### config.mk
export PLATFORM = sky130hd
export DESIGN_NAME = credit_tx
export DESIGN_NICKNAME = d
export VERILOG_FILES = /design/src/rtl/credit_tx.sv
export SDC_FILE = /design/constraint.sdc
export NUM_CORES = 1
export LEC_CHECK = 0
export ABC_AREA = 1
export BUFFER_PORTS_ARGS = -buffer_cell sky130_fd_sc_hd__clkbuf_2
export CAP_MARGIN = 25
export CORE_MARGIN = 1
export CORE_UTILIZATION = 46
export CTS_CLUSTER_DIAMETER = 100
export DETAILED_ROUTE_END_ITERATION = 10
export GPL_ROUTABILITY_DRIVEN = 0
export GPL_TIMING_DRIVEN = 0
export PLACE_DENSITY = 0.85
export RECOVER_POWER = 25
export SLEW_MARGIN = 10
export SYNTH_ARGS = -nofsm -noshare
export SYNTH_HDL_FRONTEND = slang
export SYNTH_SLANG_ARGS = --single-unit
export TNS_END_PERCENT = 1
### constraint.sdc
create_clock -name clk -period 1.9 [get_ports clk]
set_input_delay 0.38 -clock clk [delete_from_list [all_inputs] [get_ports clk]]
set_output_delay 0.38 -clock clk [all_outputs]
set_load 0.05 [all_outputs]
### src/rtl/credit_tx.sv
// Credit-based transmitter: valid/ready producer side, valid-only link side, credit counter guards the remote fifo.
// Optional macro CREDIT_TX_BYPASS_EN replaces the output register with a combinational pass-through.
module credit_tx #(
    parameter  int unsigned DATA_WIDTH = 64,
    parameter  int unsigned DEPTH      = 3,
    localparam int unsigned CNT_WIDTH  = $clog2(DEPTH + 1)
) (
    input  logic                  clk,
    input  logic                  reset,
    input  logic                  i__data_in_valid,
    input  logic [DATA_WIDTH-1:0] i__data_in,
    output logic                  o__data_in_ready,
    output logic                  o__data_out_valid,
    output logic [DATA_WIDTH-1:0] o__data_out,
    input  logic                  i__credit_return,
    output logic [CNT_WIDTH-1:0]  o__credits,
    output logic                  o__idle,
    output logic                  o__credit_error
);

    logic [CNT_WIDTH-1:0] r_credits;
    logic                 r_credit_error;
    logic [CNT_WIDTH-1:0] w_credits_next;
    logic                 w_ready;
    logic                 w_full;
    logic                 w_send;
    logic                 w_drop;
    logic                 w_ret;

    // Ready depends only on the registered count, never on this cycle's return.
    assign w_ready = (r_credits != '0);
    assign w_full  = (r_credits == CNT_WIDTH'(DEPTH));
    assign w_send  = i__data_in_valid & w_ready;

    // A return with every remote slot already free cannot be real: drop it and flag it.
    assign w_drop         = i__credit_return & w_full & ~w_send;
    assign w_ret          = i__credit_return & ~w_drop;
    assign w_credits_next = r_credits - CNT_WIDTH'(w_send) + CNT_WIDTH'(w_ret);

    always_ff @(posedge clk) begin
        if (reset) begin
            r_credits      <= CNT_WIDTH'(DEPTH);
            r_credit_error <= 1'b0;
        end else begin
            r_credits <= w_credits_next;
            if (w_drop) begin
                r_credit_error <= 1'b1;
            end
        end
    end

    assign o__data_in_ready = w_ready;
    assign o__credits       = r_credits;
    assign o__idle          = w_full;
    assign o__credit_error  = r_credit_error;

`ifdef CREDIT_TX_BYPASS_EN
    assign o__data_out_valid = w_send;
    assign o__data_out       = i__data_in;
`else
    logic                  r_out_valid;
    logic [DATA_WIDTH-1:0] r_out_data;

    // Payload only loads on send so it holds while valid is low.
    always_ff @(posedge clk) begin
        if (reset) begin
            r_out_valid <= 1'b0;
            r_out_data  <= '0;
        end else begin
            r_out_valid <= w_send;
            if (w_send) begin
                r_out_data <= i__data_in;
            end
        end
    end

    assign o__data_out_valid = r_out_valid;
    assign o__data_out       = r_out_data;
`endif

endmodule

==> flow_metrics.py <==
metrics = {
    "setup_path": {
        "cp-end-kind": "register",
        "cp.arrival_ns": 1.94,
        "worstSetupStartpointType": "register",
        "cp_max_fo": 10,
        "critPathRequiredTime_ns": 2.11,
        "path_class": "reg2reg",
    },
    "cts": {
        "cts_sinks": 68,
        "cts_tree": "yes",
        "cts.clk_slew.worst_paths_ns": 0.07,
        "root_buffer": "clkbuf_8",
        "clk_path_buf_depth": 2,
        "insertion_delay_ns": 0.32,
        "numCtsBuffers": 9,
        "htree_levels": 3,
    },
    "sta": {
        "final-setup-viol-count": 0,
        "final-max-slew-violation-count": 0,
        "hold_violations": 0,
        "tns_ns": 0,
        "finalClockSkew_ns": 0.004955,
        "period_minus_slack_ns": 1.733,
        "rsz0062_at_grt": "no",
        "final_min_period_over_clock_period": 0.9119,
        "fmax_mhz": 577.1,
        "worstMarginPinSlew_ns": 0.5989,
        "slew-limit-headroom": 0.6025,
    },
    "routing": {
        "drc": 0,
        "via_count": 2847,
        "ant_nets": 0,
        "vias_per_cell": 4.275,
        "avgRoutedWirePerCell_um": 9.571,
        "routed_wl_um": 6374,
        "firstDrtPassIters": 6,
        "drtIter0Drc": 66,
    },
    "synthesis": {
        "synth-seq-cells": 68,
        "synthTopCellsByArea": "dfxtp_1 48%, nand2_1 18%, nor2_1 17%",
        "ys_seq_area_frac": 0.4829,
        "syn_avg_cell_area_sq_um": 6.436,
        "yosysWarnings": 0,
        "yosysTopAreaCell": "dfxtp_1",
        "netlist_instances": 438,
        "netlist_area_sq_mm": 0.002819,
        "netlist.area_leader.share": 0.4829,
        "synth_cell_type_count": 15,
        "syn-num-nets": 507,
    },
    "layout": {
        "final_cell_mix": "138 x nand2_1, 128 x nor2_1, 128 x clkbuf_2",
        "final_common_cell": "nand2_1",
        "nets": 655,
        "antenna_cells": 0,
        "drive_gt1_frac": 0.2741,
        "syn2layout_area_growth_pct": 33.87,
        "multi_input_area_sq_mm": 0.001067,
        "fillers": 573,
        "finalInstanceArea_sq_mm": 0.003774,
        "register_area_sq_mm": 0.001364,
    },
    "power": {
        "power_mw": 3.776,
        "switching_power_mw": 1.370,
        "p_sw_frac": 0.3628,
        "power_density_mw_per_mm2": 1001,
        "ir_drop_mv": 0.5725,
        "comb_power_share": 0.280,
        "p_leak_nw": 2.325,
        "clkPwrFrac": 0.289,
        "pwr-share-seq": 0.431,
        "p_int_mw": 2.406,
    },
    "global_routing": {
        "grt_usage": 0.2030,
        "overflow": 0,
        "grt_max_degree": 12,
        "grt_pass1_wl_um": 10280,
        "antenna_found_initial": 0,
        "grt_pass1_vias": 2583,
    },
    "place": {
        "io_buffers": 137,
        "dp_hpwl_um": 4773,
        "place_area_sq_mm": 0.003601,
    },
    "floorplan": {
        "die_x_um": 80.28,
        "rows": 28,
        "core_sq_mm": 0.005921,
        "dieHeight_um": 80.28,
        "start_util": 0.4761,
        "io_pins": 138,
        "die_area_sq_mm": 0.006445,
    },
    "run_status": {
        "outcome": "complete, no violations",
    },
    "hold_path": {
        "min_path_type": "in2reg",
    },
    "flow_run": {
        "maxCapViolCount": 0,
    },
}
==> power by group through the flow <==
stage | Clock, mW | Combinational, mW | Sequential, mW
floorplan | 0 | 0.355 | 2.10
global placement | 0 | 1.05 | 1.65
detailed placement | 0 | 1.07 | 1.66
CTS | 1.12 | 1.07 | 1.62
global route | 1.19 | 1.15 | 1.64
finish | 1.09 | 1.06 | 1.63
==> critical path, cell delays in order, from the launching register on <==
cell and delay, ns:
dfxtp_2 0.35, nor2_2 0.14, nor2_2 0.06, buf_4 0.18, buf_4 0.18, o21ai_1 0.15, ha_2 0.28, or2_2 0.26
==> registers in the layout, indices dropped and copies added (netlist names) <==
name / flops
o__data_out: 64
o__credits: 2
o__credit_error: 1
o__data_out_valid: 1
==> cell type report <==
class / count / area share
repair buffers: 137 / 0.1787
flip-flops and latches: 68 / 0.3614
multi-input cells: 277 / 0.2828
clock inverters: 4 / 0.005968
inverters: 72 / 0.07162
clock buffers: 12 / 0.04377
well taps: 75 / 0.02487
plain buffers: 21 / 0.03084
==> synthesized netlist by cell type <==
cell	number
clkbuf_1	1
nor2_1	129
inv_1	72
nor2_2	1
nor3_1	1
o21ai_0	1
buf_2	4
or2_2	1
ha_1	1
a21oi_1	1
dfxtp_1	68
buf_4	11
nand3_1	4
buf_1	5
nand2_1	138
==> per-stage QoR <==
step | utilization | cells | worst slack, ns | hold slack (ns)
2_1_floorplan | - | 438 | 0.04920 | 0.4491
3_3_place_gp | 0.6082 | 650 | 0.04773 | 0.4382
3_5_place_dp | 0.6082 | 650 | 0.04366 | 0.4469
4_1_cts | 0.6399 | 666 | 0.1365 | 0.2406
5_1_grt | 0.6374 | 666 | 0.04287 | 0.2551
6_report | 0.6374 | 666 | 0.1673 | 0.2624
==> layer usage <==
layer  routed length, um  global-route usage  up-vias
li1                    -                   -     1538
met1                2842              0.2270     1224
met2                3099              0.3667       83
met3                 413             0.05227        2
met4                  19             0.07679        0
met5                   0                   0        -
==> cell families (layout without fill, tap and decap cells) <==
kind of cell	after synthesis	after routing	synth area share
and+or+nand+nor	274	274	0.3688
adders and majority gates	1	1	0.004438
AOI/OAI and AO/OA	2	2	0.003547
DFF	68	68	0.4829
buffers and inverters	93	246	0.1403
==> final timing paths <==
check	start	end	slack [ns]	depth (start not counted)
max	o__credits[1]$_SDFF_PP1_	o__credits[0]$_SDFF_PP1_	0.17	7
min	reset	o__credit_error$_SDFFE_PP0P_	0.26	2
min reg2reg	o__credit_error$_SDFFE_PP0P_	o__credit_error$_SDFFE_PP0P_	0.46	2
max reg2reg	o__credits[1]$_SDFF_PP1_	o__credits[0]$_SDFF_PP1_	0.17	7
==> repair_timing <==
| action | in CTS | in global routing |
|---|---|---|
| resized for setup | 0 | 3 |
| hold buffers | 0 | 0 |
| buffers inserted | 0 | 0 |
| endpoints found under the setup margin | 0 | 1 |
Power figures use the tool's default switching activity.
